===== src/rtl/line_prefetch.sv =====
// SDRAM line prefetcher: fetches one display line per line_start and assembles each byte lane into pixels.
// Optional macro LINE_PREFETCH_BYTE_SWAP_EN puts the first received byte in the MSB of each lane slice.
module line_prefetch #(
  parameter int LINE_PIXELS     = 720,
  parameter int LINES           = 720,
  parameter int CHANNELS        = 2,
  parameter int BYTES_PER_PIXEL = 3,
  parameter int ADDR_WIDTH      = 25
) (
  input  logic                                    clk,
  input  logic                                    reset,
  input  logic                                    line_start,
  input  logic [9:0]                              line_y,
  output logic [ADDR_WIDTH-1:0]                   sd_addr,
  output logic                                    sd_rd_req,
  output logic                                    sd_end_burst,
  input  logic                                    sd_data_available,
  input  logic [8*CHANNELS-1:0]                   sd_q,
  output logic                                    pix_valid,
  output logic [CHANNELS*8*BYTES_PER_PIXEL-1:0]   pix_data,
  output logic                                    busy,
  output logic                                    line_done
);

  localparam int W     = LINE_PIXELS * BYTES_PER_PIXEL;
  localparam int PIX_W = 8 * BYTES_PER_PIXEL;
  localparam int BI_W  = (BYTES_PER_PIXEL > 1) ? $clog2(BYTES_PER_PIXEL) : 1;

  localparam logic [15:0]           W_CNT   = 16'(W);
  localparam logic [15:0]           W_END   = 16'(W - 2);
  localparam logic [BI_W-1:0]       BI_LAST = BI_W'(BYTES_PER_PIXEL - 1);
  localparam logic [ADDR_WIDTH-1:0] W_ADDR  = ADDR_WIDTH'(W);

  typedef enum logic [2:0] {
    S_IDLE,
    S_SETUP,
    S_REQ,
    S_BURST,
    S_DONE
  } state_t;

  state_t                            r_state;
  state_t                            w_state_next;
  logic [9:0]                        r_line_y;
  logic [ADDR_WIDTH-1:0]             r_base;
  logic [15:0]                       r_count;
  logic [BI_W-1:0]                   r_byte_idx;
  logic                              r_dav_q;
  logic [CHANNELS-1:0][PIX_W-1:0]    r_asm;
  logic [CHANNELS-1:0][PIX_W-1:0]    r_pix_data;
  logic                              r_pix_valid;
  logic                              r_end_burst;

  logic [9:0]                        w_y_eff;
  logic [ADDR_WIDTH-1:0]             w_base;
  logic                              w_capture;
  logic                              w_fall;
  logic                              w_wrap;
  logic [CHANNELS-1:0][PIX_W-1:0]    w_asm_next;

  // Out-of-range line indices fall back to line 0.
  assign w_y_eff   = (32'(r_line_y) >= LINES) ? 10'd0 : r_line_y;
  assign w_base    = ADDR_WIDTH'(w_y_eff) * W_ADDR;

  // Words are only accepted in BURST; an abort on the same cycle drops the word.
  assign w_capture = (r_state == S_BURST) && sd_data_available && (r_count < W_CNT) && !line_start;
  assign w_fall    = (r_state == S_BURST) && r_dav_q && !sd_data_available;
  assign w_wrap    = (r_byte_idx == BI_LAST);

  always_comb begin
    for (int c = 0; c < CHANNELS; c++) begin
`ifdef LINE_PREFETCH_BYTE_SWAP_EN
      w_asm_next[c] = (r_asm[c] << 8) | PIX_W'(sd_q[8*c +: 8]);
`else
      w_asm_next[c] = (r_asm[c] >> 8) | (PIX_W'(sd_q[8*c +: 8]) << (PIX_W - 8));
`endif
    end
  end

  always_comb begin
    // NOTE: every combinational output gets a default first so no path can infer a latch.
    w_state_next = r_state;
    case (r_state)
      S_IDLE:  w_state_next = S_IDLE;
      S_SETUP: w_state_next = S_REQ;
      S_REQ:   w_state_next = S_BURST;
      S_BURST: begin
        if (w_fall) w_state_next = (r_count < W_CNT) ? S_REQ : S_DONE;
      end
      S_DONE:  w_state_next = S_IDLE;
      default: w_state_next = S_IDLE;
    endcase
    if (line_start) w_state_next = S_SETUP;
  end

  always_ff @(posedge clk) begin
    // NOTE: state registers use non-blocking assignments so every read sees the pre-edge value.
    if (reset) begin
      r_state     <= S_IDLE;
      r_line_y    <= '0;
      r_base      <= '0;
      r_count     <= '0;
      r_byte_idx  <= '0;
      r_dav_q     <= 1'b0;
      r_asm       <= '0;
      r_pix_data  <= '0;
      r_pix_valid <= 1'b0;
      r_end_burst <= 1'b0;
    end else begin
      r_state     <= w_state_next;
      r_dav_q     <= sd_data_available;
      r_pix_valid <= 1'b0;
      r_end_burst <= 1'b0;
      if (line_start) begin
        r_line_y   <= line_y;
        r_count    <= '0;
        r_byte_idx <= '0;
        r_asm      <= '0;
      end else begin
        if (r_state == S_SETUP) r_base <= w_base;
        if (w_capture) begin
          r_count     <= r_count + 16'd1;
          r_asm       <= w_asm_next;
          // Ask the controller to stop once the last two words are in flight.
          r_end_burst <= (r_count >= W_END);
          if (w_wrap) begin
            r_byte_idx  <= '0;
            r_pix_valid <= 1'b1;
            r_pix_data  <= w_asm_next;
          end else begin
            r_byte_idx  <= r_byte_idx + BI_W'(1);
          end
        end
      end
    end
  end

  assign sd_addr      = r_base + ADDR_WIDTH'(r_count);
  assign sd_rd_req    = (r_state == S_REQ);
  assign sd_end_burst = r_end_burst;
  assign pix_valid    = r_pix_valid;
  assign pix_data     = r_pix_data;
  assign busy         = (r_state == S_SETUP) || (r_state == S_REQ) || (r_state == S_BURST);
  assign line_done    = (r_state == S_DONE);

endmodule


===== config.mk =====
export PLATFORM = sky130hd
export DESIGN_NAME = line_prefetch
export DESIGN_NICKNAME = d
export VERILOG_FILES = /design/src/rtl/line_prefetch.sv
export SDC_FILE = /design/constraint.sdc
export NUM_CORES = 1
export LEC_CHECK = 0
export ABC_AREA = 1
export BUFFER_PORTS_ARGS = -buffer_cell sky130_fd_sc_hd__buf_2
export CORE_AREA = 8 8 142 144
export CTS_BUF_LIST = sky130_fd_sc_hd__clkbuf_16
export CTS_CLUSTER_SIZE = 12
export DETAILED_ROUTE_END_ITERATION = 10
export DIE_AREA = 0 0 150 152
export GPL_ROUTABILITY_DRIVEN = 0
export GPL_TIMING_DRIVEN = 0
export PLACE_DENSITY_LB_ADDON = 0.25
export SETUP_SLACK_MARGIN = 0.5
export SKIP_CTS_REPAIR_TIMING = 1
export SLEW_MARGIN = 20
export SYNTH_ARGS = -nofsm -noshare
export SYNTH_HDL_FRONTEND = slang
export SYNTH_SLANG_ARGS = --single-unit
export TNS_END_PERCENT = 1

===== constraint.sdc =====
create_clock -name clk -period 3.5 [get_ports clk]
set_input_delay 0.7 -clock clk [delete_from_list [all_inputs] [get_ports clk]]
set_output_delay 0.7 -clock clk [all_outputs]
set_load 0.05 [all_outputs]

== After elaboration in Yosys (flattened, before gate mapping) ==
Cells that the tools add are included.

* Register bits: 148
* Output and inout bits: 78

* Add/sub/neg operators: 3
* Multipliers: 1
* Order comparisons: 3
* Equal/unequal tests: 7
* Mux-type cells: 7
* Bitwise operators: 4
* Reduce and logical (&&, ||, !) cells: 13

{| class="wikitable"
|+ Operators with widths
! cell !! number
|-
| $or 16x24->24 || 2
|-
| $add 22x16->23 || 1
|-
| $mul 10x8->18 const B || 1
|-
| $add 16x1->16 const B || 1
|-
| $ge 16x12->1 const B || 1
|-
| $lt 16x12->1 const B || 1
|-
| $ge 10x10->1 const B || 1
|-
| $mux 10 || 1
|-
| $pmux 3 s3 || 1
|-
| $eq 3x2->1 const B || 2
|-
| $mux 3 || 2
|-
| $logic_and 1x1->1 || 5
|-
| $eq 3x1->1 const B || 1
|-
| $eq 3x3->1 const B || 1
|-
| $ne 3x3->1 const B || 1
|-
| $reduce_and 3->1 || 1
|-
| $reduce_or 3->1 || 1
|-
| $add 2x1->2 const B || 1
|-
| $eq 2x2->1 const B || 1
|-
| $logic_not 1->1 || 2
|-
| $logic_or 1x1->1 || 2
|-
| $mux 1 || 2
|-
| $mux 2 || 1
|-
| $ne 2x2->1 const B || 1
|-
| 3 further kinds || 4
|}

== Depth between registers and ports, before layout ==
Gate-level depths: netlist of the first run.

* Depth after elaboration: 6
* Gate-level depth with buffers: 22
* Mapped depth without buffers: 22

== Worst setup path before layout of the first run ==
Ideal clock, no wire load.

* Path type: reg2reg
* Start point: reg r_line_y[5]
* End point: reg r_base[19]
* Setup time: 0.109 ns
* Data arrival time: 3.261 ns
* Data required time: 3.391 ns
* Setup slack: 0.130 ns
* Cell stages (with the launch flop): 22
* Path through: dfxtp_1 > nor2_1 > o21ai_0 > nand2_1 > inv_1 > nor2_1 > ha_1 > fa_1 > inv_1 > fa_1 > inv_1 > ha_1 > nand2_1 > inv_1 > nand2_1 > nand2_1 > nand2_1 > nand3_1 > nand2_1 > nand3_1 > nand2_1 > inv_1

* Longest elaborated chain between the ends: 3

{| class="wikitable"
|+ RTL lines
! what !! line !! text
|-
| start, declared || 44 || <nowiki>logic [9:0] r_line_y;</nowiki>
|-
| start signal, assigned || 115 || <nowiki>r_line_y <= line_y;</nowiki>
|-
| $ge 10x10->1 || 62 || <nowiki>assign w_y_eff = (32'(r_line_y) >= LINES) ? 10'd0 : r_line_y;</nowiki>
|-
| $mux 10 * || 62 ||
|-
| $mul 10x8->18 * || 63 || <nowiki>assign w_base = ADDR_WIDTH'(w_y_eff) * W_ADDR;</nowiki>
|-
| end signal, assigned || 120 || <nowiki>if (r_state == S_SETUP) r_base <= w_base;</nowiki>
|-
| end, declared || 45 || <nowiki>logic [ADDR_WIDTH-1:0] r_base;</nowiki>
|}

Mark *: on every way between the ends. The rest lies on a longest branch, timed or not.
A chain may end at the register's enable or synchronous reset.

== Worst setup path after layout of the first run ==
* Start point: reg r_line_y[5]
* End point: reg r_base[17]

The elaborated chain is that of the path after synthesis.

==> impl.org, run 1 <==
** Run status
- The flow ran to the end, and the final reports show no timing, DRC or antenna violations.

** Place
- Number of cells in the design after placement :: roughly 1400
- Input and output buffers added on the ports amount to 104.
- Hpwl dp :: approximately 15000 um

** Floorplan
- The die is 150 um wide.
- After floorplanning, the core was sized to cover between 0.015 and 0.02 mm^2.
- Initial core utilization :: a little over two fifths
- The floorplan step defined a die boundary enclosing between 0.02 and 0.025 mm^2.
- The initialized floorplan defines 49 standard-cell rows.
- From bottom edge to top edge, the die measures 152 um.
- between 100 and 150 I/O pins were placed.

** Timing
- The worst pin sits at a relative slew slack of around 60%.
- Number of slew-limit violations in the final report :: 0
- Final worst path period need :: 3440 ps
- Final count of hold timing violations :: 0
- Unrepaired setup endpoints after global routing :: true
- Clock skew :: around 11 ps
- Derived from the worst setup path, the maximum achievable clock frequency is 291 MHz.
- The final critical path takes up 98.3% of the cycle.
- Final worst hold slack :: ~450 ps
- Final setup vio count :: 0
- Setup total negative slack on the finished layout was measured at 0 ps.
- At the pin with the least slew margin, the transition time is a little over 600 ps.

** Flow run
- Total of max-cap violations :: 0

** Clock tree
- Clock-pin slew was measured on the worst setup and hold paths at ~60 ps.
- H-Tree Level Count :: 4
- For this design, the sink count on the clock tree is between 100 and 150.
- The clock reaches the later pin of the worst-skew pair after around 430 ps.
- Root cell of the clock tree :: sky130_fd_sc_hd__clkbuf_16
- CTS tree :: built
- Counting along the longest clock path gives a buffer depth of 2.
- Number of buffers inserted during clock tree synthesis :: 17

** Global route
- Total routing resource utilization after global routing :: 17.3%
- Entering global routing, the biggest net connects 17 pins.
- Gr ovfl total :: 0
- First-pass GRT wire length :: 32200 um
- The number of global-route vias before repair was 6631.
- Antenna violations before repair :: 1

** Final layout
- Total Nets Final :: approximately 1300
- Of the cells placed in the final design, the portion with a size suffix greater than 1 is 22.3%.
- Count of antenna diodes in the layout :: 0
- Fill cells :: approximately 1700
- For this run, the number of standard cells in the final layout without fillers is 1484.
- Synthesis-to-layout area growth :: 27.8%
- Combined flip-flop and latch cell area :: about 0.0027 mm^2
- Area of combinational cells with multiple inputs :: approximately 0.0044 mm^2
- Measured on the finished design, the core utilization comes to 54.3%.

** Power
- Part of the power in the clock network :: between 40 and 50%
- Internal power comes to roughly 2.9 mW.
- The worst-case IR drop observed on VDD is ~340 uV.
- In this run, flip-flops and latches consume between 30% and 40% of the power.
- Switching share of power :: 30.4%
- Static leakage power :: about 4.6 nW
- Combinational cells account for about 20% of the total power.
- Cell Pwr Density :: about 430 mW/mm^2
- The analysis attributes to net switching a power of roughly 1.3 mW.
- Total power :: 4.18 mW

** Logic synthesis
- Sequential cells were found to cover a little over a third of the synthesized design area.
- Post-synth design cell area :: 0.00755 mm^2
- The Yosys step of the flow raised 0 warnings.
- After synthesis, the netlist uses 30 different library cells.
- By area, the combinational part of the netlist is dominated by simple AND/OR/NAND/NOR gates.
- Simple-Gate Fraction of Synth Area :: approximately 28%
- The synthesized netlist devotes 10.3% of its cell area to compound gates.
- After synthesis, the share of cell area in mux cells is 0%.
- After synthesis the netlist holds a flip-flop and latch count of 132.
- Gate count of the mapped netlist :: roughly 1100
- Synthesized area per cell :: 6.86 um^2
- The synthesized netlist devotes approximately 2.8% of its cell area to XOR and XNOR gates.
- Synthesized-area fraction occupied by adder cells :: between 10% and 20%

** Detailed routing
- The detail route stage leaves a number of antenna-violating nets equal to 0.
- Using the TritonRoute via totals, the vias-per-cell ratio works out to ~5.
- In the final routed layout, each cell accounts on average for between 10 and 15 um.
- Number of iterations in the first detailed-routing pass :: 4
- The first routing iteration left a little over 400 violations.
- Number of design rule violations left after detail routing :: 0
- The final layout contains routed wiring with a total length of approximately 21000 um.
- Summing over every cut layer, the via total after detailed routing is 7325.

** Critical path
- The worst setup path is captured at a flop.
- Biggest fanout along the worst timing path :: 7
- CP arrival :: 3760 ps
- Startpoint types :: flop
- CP Data Required Time :: about 3800 ps
- The critical path in this run is classified as reg2reg.

** Worst hold path
- Path class of the lowest-slack min-delay path :: reg2reg
Yosys cell counts (all sizes together):
cell type / instances / share of area [%]
nand3b: 5 / 0.50
dfxtp: 132 / 35
clkbuf: 30 / 1.5
o211ai: 3 / 0.30
o21ai: 61 / 4.0
and3: 2 / 0.17
fa: 13 / 3.4
xnor2: 3 / 0.35
a21boi: 1 / 0.099
nand2: 204 / 10
a21oi: 86 / 5.7
ha: 48 / 8.0
nor2: 175 / 8.9
nand4: 56 / 4.6
clkinv: 2 / 0.099
inv: 185 / 9.2
nor3: 7 / 0.46
a31oi: 2 / 0.17
nor4: 1 / 0.083
conb: 1 / 0.050
buf: 22 / 1.9
xor2: 21 / 2.4
nand3: 41 / 2.9
flip-flops by register name, indices dropped and copies added (netlist names):
register / count
r_base: 18
pix_valid: 1
pix_data: 48
r_byte_idx: 2
r_line_y: 10
sd_end_burst: 1
r_asm: 32
r_dav_q: 1
r_state: 3
r_count: 16
cells in the final DEF, fill, tap and decap left out, types with 3 or more instances in the layout:
| cell type | instances |
|---|---|
| sky130_fd_sc_hd__a21oi_1 | 79 |
| sky130_fd_sc_hd__a21oi_2 | 6 |
| sky130_fd_sc_hd__buf_2 | 103 |
| sky130_fd_sc_hd__buf_4 | 26 |
| sky130_fd_sc_hd__buf_6 | 6 |
| sky130_fd_sc_hd__clkbuf_1 | 30 |
| sky130_fd_sc_hd__clkbuf_16 | 17 |
| sky130_fd_sc_hd__clkbuf_4 | 3 |
| sky130_fd_sc_hd__clkinv_4 | 3 |
| sky130_fd_sc_hd__clkinvlp_4 | 3 |
| sky130_fd_sc_hd__dfxtp_1 | 123 |
| sky130_fd_sc_hd__dfxtp_2 | 7 |
| sky130_fd_sc_hd__fa_1 | 11 |
| sky130_fd_sc_hd__ha_1 | 31 |
| sky130_fd_sc_hd__ha_4 | 15 |
| sky130_fd_sc_hd__inv_1 | 168 |
| sky130_fd_sc_hd__inv_2 | 17 |
| sky130_fd_sc_hd__inv_6 | 5 |
| sky130_fd_sc_hd__nand2_1 | 180 |
| sky130_fd_sc_hd__nand2_2 | 19 |
| sky130_fd_sc_hd__nand2_4 | 5 |
| sky130_fd_sc_hd__nand3_1 | 28 |
| sky130_fd_sc_hd__nand3_2 | 11 |
| sky130_fd_sc_hd__nand3b_1 | 5 |
| sky130_fd_sc_hd__nand4_1 | 56 |
| sky130_fd_sc_hd__nor2_1 | 159 |
| sky130_fd_sc_hd__nor2_2 | 4 |
| sky130_fd_sc_hd__nor2_4 | 12 |
| sky130_fd_sc_hd__nor3_1 | 7 |
| sky130_fd_sc_hd__o211ai_1 | 3 |
| sky130_fd_sc_hd__o21ai_0 | 58 |
| sky130_fd_sc_hd__xnor2_1 | 3 |
| sky130_fd_sc_hd__xor2_1 | 21 |
cell families (layout without fill, tap and decap cells):
logic type | after synthesis | after routing
adders and majority gates | 61 | 61
and+or+nand+nor | 491 | 491
DFF | 132 | 132
buffers and inverters | 239 | 392
AOI/OAI and AO/OA | 153 | 153
xor gates and xnor gates | 24 | 24
other | 1 | 2
power by group through the flow:
stage,registers (mW),logic (mW),clock network (mW)
2_1_floorplan,1.57,0.505,0
3_3_place_gp,1.58,0.642,0
3_5_place_dp,1.58,0.652,0
4_1_cts,1.54,0.659,1.83
5_1_grt,1.55,0.923,1.91
6_report,1.55,0.834,1.80
metrics by stage:
step | cell area [um^2] | setup WS [ps]
after floorplan | 7670 | 378
after global placement | 8480 | 22.3
after detailed placement | 8480 | -5.96
after CTS | 9070 | -21.1
after global routing | 9660 | -122
final | 9660 | 60.2
worst paths after layout:
path,from,endpoint,slack (ps),depth (start not counted)
worst max-delay path,r_line_y[5],r_base[17],60,22
worst min-delay path,r_asm[34],r_asm[34],450,2
worst max register to register,r_line_y[5],r_base[17],60,22
worst min register to register,r_asm[34],r_asm[34],450,2
critical path, stage by stage, from the launching register on:
cell,delay (ps)
sky130_fd_sc_hd__dfxtp_2,330
sky130_fd_sc_hd__nor2_2,110
sky130_fd_sc_hd__o21ai_2,60
sky130_fd_sc_hd__nand2_2,140
sky130_fd_sc_hd__clkinv_4,150
sky130_fd_sc_hd__buf_12,160
sky130_fd_sc_hd__nor2_4,130
sky130_fd_sc_hd__ha_1,260
sky130_fd_sc_hd__ha_1,280
sky130_fd_sc_hd__inv_1,50
sky130_fd_sc_hd__fa_1,520
sky130_fd_sc_hd__inv_1,60
sky130_fd_sc_hd__ha_4,270
sky130_fd_sc_hd__nand2_1,140
sky130_fd_sc_hd__nand2_1,90
sky130_fd_sc_hd__nand2_1,80
sky130_fd_sc_hd__nand2_1,60
sky130_fd_sc_hd__nand2_1,80
sky130_fd_sc_hd__nand3_1,80
sky130_fd_sc_hd__nand2_1,80
sky130_fd_sc_hd__nand3_2,90
sky130_fd_sc_hd__nand2_1,80
sky130_fd_sc_hd__inv_1,40
per-layer routing:
metal / track usage [%] / share of wire (%)
met1: 22.9 / 47
met2: 27.0 / 46
met3: 4.93 / 6.5
met4: 4.29 / 0.94
met5: 0 / 0.039
area by class of cell:
cell class	instances	share of cell area [%]
Clock buffer	17	4.41
Tap cell	229	2.97
Buffer	52	2.66
Sequential cell	132	27.5
Clock inverter	15	1.76
Inverter	187	7.32
Timing Repair Buffer	121	7.45
Multi-Input combinational cell	731	45.9
No activity file was read; power rests on OpenSTA's default activity.
==> inputs of run 2 (changes only) <==
--- a/config.mk
+++ b/config.mk
@@ -7,11 +7,13 @@
 export LEC_CHECK = 0
 export ABC_AREA = 1
 export BUFFER_PORTS_ARGS = -buffer_cell sky130_fd_sc_hd__buf_2
-export CORE_AREA = 8 8 142 144
+export CELL_PAD_IN_SITES_DETAIL_PLACEMENT = 0
+export CELL_PAD_IN_SITES_GLOBAL_PLACEMENT = 2
+export CORE_AREA = 8 8 171 173
 export CTS_BUF_LIST = sky130_fd_sc_hd__clkbuf_16
 export CTS_CLUSTER_SIZE = 12
 export DETAILED_ROUTE_END_ITERATION = 10
-export DIE_AREA = 0 0 150 152
+export DIE_AREA = 0 0 179 181
 export GPL_ROUTABILITY_DRIVEN = 0
 export GPL_TIMING_DRIVEN = 0
 export PLACE_DENSITY_LB_ADDON = 0.25
==> run 2 against run 1 <==
- the flow now finishes with violations (setup timing)
- critical path type unchanged
- clock-buffer cell count is the same
- total power grew 2.6%
- routed wire length grew 9.5%
- combinational power about the same
- register-to-register slack worse by 80 ps
- final cell count up 7.7%
- critical endpoint unchanged
- utilization decreased by 17 points
- global-route usage down 3.4 points
==> impl.org, run 2 (synthesized netlist as in run 1, its figures left out) <==
** Global route
- The global-route wire length before repair is 36200 um (was 32200 um).
- Largest net degree at the start of global routing :: 17 (unchanged)
- The remaining global-route overflow was 0 (unchanged).
- Total routing resource utilization after global routing :: 13.8% (was 17.3%)
- The number of antenna violations at the first check in global routing was 1 (unchanged).
- The number of global-route vias before repair came to 6971 (was 6631).

** Critical path
- Startpoint-to-endpoint class of the critical path :: reg2reg (unchanged)
- The kind of cell with the highest combined delay on the critical path is adder cells (unchanged).
- Count of buffering cells on the critical path with inverters included :: 5 (unchanged)
- CP arrival :: 3830 ps (was 3760 ps)
- The maximum fanout encountered on the critical timing path came to 6 (was 7).
- The master of the slowest instance on the critical path is sky130_fd_sc_hd__fa_1 (unchanged).
- The peak per-stage delay on the critical path was 540 ps (was 520 ps).
- The kind of start point of the critical path is a flop (unchanged).
- The data required time at the worst endpoint is 3810 ps (was 3820 ps).
- Cells along the critical path :: nor2_1 -> o21ai_1 -> nand2_2 -> clkinv_4 -> nor2_4 -> buf_12 -> ha_4 -> inv_1 -> fa_1 -> fa_1 -> inv_1 -> ha_4 -> a21oi_4 -> nor2_1 -> nor2_1 -> nand3_1 -> nand2_1 -> nand3_1 -> nand2_1 -> inv_1 (was nor2_2 -> o21ai_2 -> nand2_2 -> clkinv_4 -> buf_12 -> nor2_4 -> ha_1 -> ha_1 -> inv_1 -> fa_1 -> inv_1 -> ha_4 -> nand2_1 -> nand2_1 -> nand2_1 -> nand2_1 -> nand2_1 -> nand3_1 -> nand2_1 -> nand3_2 -> nand2_1 -> inv_1)
- The capturing element type of the critical path was a flop (unchanged).

** Floorplan
- Area inside the core boundary :: 0.0265 mm^2 (was 0.0178 mm^2)
- The total number of placement rows was 60 (was 49).
- Initial core utilization :: 28.5% (was 42.5%)
- The die area came to 0.0324 mm^2 (was 0.0228 mm^2).
- The vertical extent of the die is 181 um (was 152 um).
- Number of top-level pins :: 108 (unchanged)
- Die X-Extent :: 179 um (was 150 um)

** Worst hold path
- Path class of the lowest-slack min-delay path :: reg2reg (unchanged)

** Timing
- Ratio of final minimum period to clock period :: 101% (was 98.3%)
- The summed negative setup slack over all endpoints came to -29.1 ps (was 0 ps).
- Final count of hold timing violations :: 0 (unchanged)
- Number of slew-limit violations in the final report :: 0 (unchanged)
- The tightest slew margin relative to the limit was 54.8% (was 59.5%).
- Worst Slack Setup Final :: -18.9 ps (was 60.2 ps)
- The number of failing setup endpoints in the final timing report is 2 (was 0).
- Final worst path period need :: 3520 ps (was 3440 ps)
- Unrepaired setup endpoints after global routing :: true (unchanged)
- The transition at the pin with the smallest max-transition slack came to 675 ps (was 606 ps).
- Achievable clock frequency :: 284 MHz (was 291 MHz)
- Clock skew :: 19.6 ps (was 10.8 ps)

** Detailed routing
- The average via count per standard cell is 4.48 (was 4.94).
- Drt initial violations :: 315 (was 409)
- Detailed-route wire length :: 22600 um (was 20700 um)
- The average wire length per cell after detail routing was 14.2 um (was 13.9 um).
- The remaining number of nets flagged by the antenna check after routing was 0 (unchanged).
- Number of iterations in the first detailed-routing pass :: 6 (was 4)
- The total number of vias is 7163 (was 7325).
- Number of design rule violations left after detail routing :: 0 (unchanged)

** Clock tree
- The maximum buffer depth of the clock tree is 2 (unchanged).
- Worst skew pair latency :: 430 ps (about the same)
- H-Tree Level Count :: 4 (unchanged)
- The TritonCTS sink count was 132 (unchanged).
- Root cell of the clock tree :: sky130_fd_sc_hd__clkbuf_16 (unchanged)
- Number of buffers inserted during clock tree synthesis :: 17 (unchanged)
- The clock tree from TritonCTS is built (unchanged).
- Clock input transition at the sequential cells of the worst setup and hold paths :: 60 ps (about the same)

** Final layout
- The fraction of layout instances using a drive strength above 1 was 22.5% (was 22.3%).
- The number of flip-flops in the largest register is 48 (unchanged).
- Count of antenna diodes in the layout :: 0 (unchanged)
- The signed area change from the synthesized netlist to the final layout is 30.1% (was 27.8%).
- The total of fill cells in the finished design is 2886 (was 1725).
- Most common cell after layout, fill and taps aside :: sky130_fd_sc_hd__nand2_1 (unchanged)
- Most used cells in the layout excluding fill and tap cells: 177 x sky130_fd_sc_hd__nand2_1, 169 x sky130_fd_sc_hd__inv_1, 160 x sky130_fd_sc_hd__nor2_1 (was 180 x sky130_fd_sc_hd__nand2_1, 168 x sky130_fd_sc_hd__inv_1, 159 x sky130_fd_sc_hd__nor2_1).
- Total Nets Final :: 1335 (was 1333)

** Run status
- The checks that failed: setup timing.
- Status: finished with violations (was finished, final reports clean).

** Place
- The worst setup slack after placement came to -176 ps (was -5.96 ps).
- The count of port buffers added during placement was 104 (unchanged).
- Hpwl dp :: 17700 um (was 15300 um)

** Power
- The leakage power was 4.61 nW (was 4.57 nW).
- VDD IR max :: 228 uV (was 339 uV)
- Cell Pwr Density :: 437 mW/mm^2 (was 433 mW/mm^2)

** Flow run
- The number of max-cap violations came to 0 (unchanged).
run 2: final cells by class:
type | count | area [um^2] | share of cell area [%]
Multi-Input combinational cell | 731 | 4430 | 45.0
Sequential cell | 132 | 2660 | 27.1
Timing Repair Buffer | 123 | 727 | 7.39
Inverter | 187 | 707 | 7.19
Tap cell | 341 | 427 | 4.34
Clock buffer | 17 | 425 | 4.33
Buffer | 52 | 256 | 2.61
Clock inverter | 15 | 200 | 2.04
run 2: layer usage:
metal  part of all wire [%]  wire (um)  GRT usage [%]
met5                  0.035          8              0
met4                   0.77        174           3.41
met3                    4.9       1100           3.21
met2                     44       9870           21.1
met1                     51      11500           19.3
run 2: worst register-to-register path: stages, from the launching register on:
cell	delay, ps
sky130_fd_sc_hd__dfxtp_2	330
sky130_fd_sc_hd__nor2_1	100
sky130_fd_sc_hd__o21ai_1	70
sky130_fd_sc_hd__nand2_2	140
sky130_fd_sc_hd__clkinv_4	120
sky130_fd_sc_hd__nor2_4	280
sky130_fd_sc_hd__buf_12	150
sky130_fd_sc_hd__ha_4	110
sky130_fd_sc_hd__inv_1	40
sky130_fd_sc_hd__fa_1	470
sky130_fd_sc_hd__fa_1	540
sky130_fd_sc_hd__inv_1	60
sky130_fd_sc_hd__ha_4	250
sky130_fd_sc_hd__a21oi_4	140
sky130_fd_sc_hd__nor2_1	60
sky130_fd_sc_hd__nor2_1	150
sky130_fd_sc_hd__nand3_1	100
sky130_fd_sc_hd__nand2_1	70
sky130_fd_sc_hd__nand3_1	100
sky130_fd_sc_hd__nand2_1	100
sky130_fd_sc_hd__inv_1	40
run 2: per-stage QoR:
step | power (mW) | hold slack (ps) | instances | area, um^2 | util [%]
2_1_floorplan | 2.08 | 430 | 1102 | 7670 | -
3_3_place_gp | 2.25 | 442 | 1547 | 8620 | 32.5
3_5_place_dp | 2.25 | 447 | 1547 | 8620 | 32.5
4_1_cts | 4.17 | 456 | 1579 | 9240 | 34.9
5_1_grt | 4.51 | 472 | 1598 | 9830 | 37.1
6_report | 4.29 | 454 | 1598 | 9830 | 37.1
run 2: power by group:
group / switching (mW) / internal (mW) / leakage (nW)
Clock: 0.809 / 1.10 / 0.307
Sequential: 0.0196 / 1.53 / 1.07
Combinational: 0.512 / 0.325 / 3.23
Total: 1.34 / 2.95 / 4.61
run 2: worst paths after layout:
path / from / to / slack [ps] / depth (start not counted)
worst min register to register: r_count[15] / r_count[15] / 450 / 2
worst max register to register: r_line_y[5] / r_base[17] / -20 / 20
worst min-delay path: r_count[15] / r_count[15] / 450 / 2
worst max-delay path: r_line_y[5] / r_base[17] / -20 / 20
==> inputs of run 3 (changes only) <==
--- a/config.mk
+++ b/config.mk
@@ -16,7 +16,7 @@
 export DIE_AREA = 0 0 179 181
 export GPL_ROUTABILITY_DRIVEN = 0
 export GPL_TIMING_DRIVEN = 0
-export PLACE_DENSITY_LB_ADDON = 0.25
+export PLACE_DENSITY = 0.83
 export SETUP_SLACK_MARGIN = 0.5
 export SKIP_CTS_REPAIR_TIMING = 1
 export SLEW_MARGIN = 20
==> run 3 against run 2 <==
- the run still ends with setup timing left
- clock power decreased by 5%
- utilization decreased by 1.3 points
- combinational power decreased by 16%
- die area unchanged
- routed wire length decreased by 3.8%
- non-clock buffer count decreased by 11
- clock skew decreased by 9.6 ps
- first-iteration DRC count increased by 43%
- global-route usage decreased by 0.35 points
- total power decreased by 5.3%
- clock-buffer cell count unchanged
- largest cell class unchanged
- fmax increased by 0.24%
==> impl.org, run 3 (synthesized netlist as in run 1, its figures left out) <==
** Global route
- The number of antenna violations at the first check in global routing is 3 (was 1).
- The global-route wire length before repair is 35100 um (was 36200 um).
- Total routing resource utilization after global routing :: 13.5% (was 13.8%)
- The remaining global-route overflow is 0 (unchanged).
- Largest net degree at the start of global routing :: 17 (unchanged)
- The number of global-route vias before repair was 6998 (was 6971).

** Power
- Static leakage power :: 4.50 nW (was 4.61 nW)
- The maximum vdd drop came to 354 uV (was 228 uV).
- Cell Pwr Density :: 428 mW/mm^2 (was 437 mW/mm^2)

** Worst hold path
- Path class of the lowest-slack min-delay path :: reg2reg (unchanged)
- Number of stages on the worst hold path :: 2 (unchanged)
- Hold_sp :: r_asm[38] (was r_count[15])
- The worst hold endpoint was r_asm[38] (was r_count[15]).

** Critical path
- The maximum fanout encountered on the critical timing path is 7 (was 6).
- Count of buffering cells on the critical path with inverters included :: 6 (was 5)
- The data required time at the worst endpoint came to 3820 ps (was 3810 ps).
- The destination of the worst register-to-register timing path is r_base[19] (was r_base[17]).
- Startpoint types :: flop (unchanged)
- Kind of cell adding the most delay to the critical path :: adder cells (unchanged)
- CP arrival :: 3830 ps (about the same)
- By instance count, the cell type seen most on the critical path is sky130_fd_sc_hd__inv_2.
- Cells along the critical path :: nor2_4 -> o21ai_2 -> nand2_2 -> clkinv_4 -> nor2_4 -> ha_4 -> ha_4 -> inv_2 -> fa_1 -> inv_1 -> ha_2 -> inv_2 -> fa_2 -> inv_2 -> nand3_2 -> nand3_4 -> nand3_2 -> nand4_1 -> nand3_1 -> nand2_1 -> inv_1 (was nor2_1 -> o21ai_1 -> nand2_2 -> clkinv_4 -> nor2_4 -> buf_12 -> ha_4 -> inv_1 -> fa_1 -> fa_1 -> inv_1 -> ha_4 -> a21oi_4 -> nor2_1 -> nor2_1 -> nand3_1 -> nand2_1 -> nand3_1 -> nand2_1 -> inv_1)
- The path type of the worst setup path is reg2reg (unchanged).
- Delay of the slowest critical-path stage :: 460 ps (was 540 ps)
- The master of the slowest instance on the critical path is sky130_fd_sc_hd__fa_1 (unchanged).
- Critical path endpoint category :: flop (unchanged)
- The startpoint of the worst register-to-register path was r_line_y[5] (unchanged).
- The logic depth of the worst register-to-register path came to 21 (was 20).
- The flop-to-flop setup slack is -10 ps (was -20 ps).

** Timing
- Final sum of negative setup slack :: -10.3 ps (was -29.1 ps)
- Final worst hold slack :: 456 ps (was 454 ps)
- The final worst setup slack was -10.3 ps (was -18.9 ps).
- The transition at the pin with the smallest max-transition slack came to 659 ps (was 675 ps).
- Achievable clock frequency :: 285 MHz (was 284 MHz)
- The number of failing setup endpoints in the final timing report was 1 (was 2).
- The shortest clock period the worst path allows after layout came to 3510 ps (was 3520 ps).
- Unrepaired setup endpoints after global routing: true (unchanged).
- Final count of hold timing violations :: 0 (unchanged)
- Number of slew-limit violations in the final report :: 0 (unchanged)
- Clock skew :: 9.98 ps (was 19.6 ps)
- The tightest slew margin relative to the limit came to 55.9% (was 54.8%).
- Ratio of final minimum period to clock period :: 100% (was 101%)

** Detailed routing
- The total number of vias came to 7070 (was 7163).
- WL per Instance :: 13.7 um (was 14.2 um)
- The remaining number of nets flagged by the antenna check after routing was 0 (unchanged).
- The aggregate routed wire length came to 21800 um (was 22600 um).
- The iteration-0 DRC count of the detailed router is 449 (was 315).
- The DRC violations left came to 0 (unchanged).
- Number of iterations in the first detailed-routing pass :: 4 (was 6)
- The met2 wirelength from detailed routing came to 9350 um (was 9870 um).
- Top routing layer used :: met5 (unchanged)
- The routed length on met1 came to 10800 um (was 11500 um).
- Routed via count divided by cell count :: 4.45 (was 4.48)
- The met3 routed wirelength came to 1370 um (was 1100 um).

** Final layout
- The area used by multi-input combinational logic is 0.00423 mm^2 (was 0.00443 mm^2).
- The number of flip-flops in the largest register came to 48 (unchanged).
- The number of inserted diodes is 0 (unchanged).
- Fill cells :: 2870 (was 2886)
- The fraction of layout instances using a drive strength above 1 was 19.3% (was 22.5%).
- Most used cells in the layout excluding fill and tap cells :: 189 x sky130_fd_sc_hd__nand2_1, 174 x sky130_fd_sc_hd__inv_1, 163 x sky130_fd_sc_hd__nor2_1 (was 177 x sky130_fd_sc_hd__nand2_1, 169 x sky130_fd_sc_hd__inv_1, 160 x sky130_fd_sc_hd__nor2_1)
- Post-route cell area :: 0.00949 mm^2 (was 0.00983 mm^2)
- Synthesis-to-layout area growth :: 25.7% (was 30.1%)
- Combined flip-flop and latch cell area :: 0.00266 mm^2 (about the same)
- Total Nets Final :: 1324 (was 1335)
- Number of non-filler instances in the completed layout :: 1587 (was 1598)
- The most common cell after layout, fill and taps aside was sky130_fd_sc_hd__nand2_1 (unchanged).

** Floorplan
- The die area is 0.0324 mm^2 (unchanged).
- Die X-Extent :: 179 um (unchanged)
- The number of I/O pins was 108 (unchanged).
- The starting utilization of the core area came to 28.5% (unchanged).
- Area inside the core boundary :: 0.0265 mm^2 (unchanged)
- The vertical extent of the die came to 181 um (unchanged).
- The total number of placement rows is 60 (unchanged).

** Place
- Number of cells in the design after placement :: 1547 (unchanged)
- Hpwl dp :: 17100 um (was 17700 um)
- The cell area reported after detailed placement came to 0.00862 mm^2 (unchanged).
- The worst setup slack after placement came to -61.3 ps (was -176 ps).
- I/O Buffers :: 104 (unchanged)

** Clock tree
- The clock tree root driver cell is sky130_fd_sc_hd__clkbuf_16 (unchanged).
- The maximum buffer depth of the clock tree came to 2 (unchanged).
- The number of H-tree branching levels is 4 (unchanged).
- Number of buffers inserted during clock tree synthesis :: 17 (unchanged)
- The clock tree from TritonCTS is built (unchanged).
- Clock input transition at the sequential cells of the worst setup and hold paths :: 60 ps (about the same)
- Worst skew pair latency :: 420 ps (was 430 ps)
- The TritonCTS sink count was 132 (unchanged).

** Run status
- Status: finished with violations (unchanged).
- Violations in the final reports: setup timing (unchanged).

** Flow run
- Total of max-cap violations :: 0 (unchanged)
[run 3: cell count changes in the layout (fill, tap and decap cells not counted), moves of 5 or more]
cell	previous run	this run
sky130_fd_sc_hd__buf_4	29	21
sky130_fd_sc_hd__ha_1	32	38
sky130_fd_sc_hd__nand2_2	21	14
sky130_fd_sc_hd__inv_1	169	174
sky130_fd_sc_hd__nand2_4	6	1
sky130_fd_sc_hd__ha_4	14	7
sky130_fd_sc_hd__inv_2	15	10
sky130_fd_sc_hd__nand2_1	177	189
sky130_fd_sc_hd__inv_8	8	3
[run 3: where the power goes]
| group | internal (mW) | leakage, nW | total, mW | switching [mW] |
|---|---|---|---|---|
| clock network | 1.07 | 0.292 | 1.81 | 0.744 |
| registers | 1.53 | 1.07 | 1.55 | 0.0192 |
| logic | 0.253 | 3.14 | 0.706 | 0.453 |
[run 3: area by class of cell]
class                      instances  share of cell area, %
inverter                         187                   7.45
clock inverter                    15                   1.81
tap                              341                   4.49
buffer                            52                   2.70
sequential                       132                   28.0
clock buffer                      17                   4.48
multi-input combinational        731                   44.6
timing repair buffer             112                   6.52
[run 3: how the worst max path moves through the flow]
stage / start / to / slack, ps / cells after the start
5_1_grt: r_line_y[5] / r_base[20] / -210 / 19
3_3_place_gp: r_line_y[5] / r_base[20] / -70 / 19
6_report: r_line_y[5] / r_base[19] / -10 / 21
3_5_place_dp: r_line_y[5] / r_base[20] / -60 / 19
4_1_cts: r_line_y[5] / r_base[20] / -80 / 19
2_1_floorplan: r_line_y[5] / r_base[15] / 380 / 21
[run 3: per-stage QoR]
stage / utilization [%] / total power [mW]
finish: 35.8 / 4.07
global route: 35.8 / 4.28
CTS: 34.8 / 4.06
detailed placement: 32.5 / 2.24
global placement: 32.5 / 2.24
floorplan: - / 2.08
[run 3: metal layers]
| layer | up-vias | GRT usage, % |
|---|---|---|
| li1 | 3748 | - |
| met1 | 3173 | 18.1 |
| met2 | 121 | 20.4 |
| met3 | 22 | 4.27 |
| met4 | 6 | 3.57 |
| met5 | - | 0 |
[run 3: worst min-delay path, cell delays in order, from the launching register on]
cell	delay, ps
sky130_fd_sc_hd__dfxtp_1	300
sky130_fd_sc_hd__inv_1	60
sky130_fd_sc_hd__a21oi_1	50
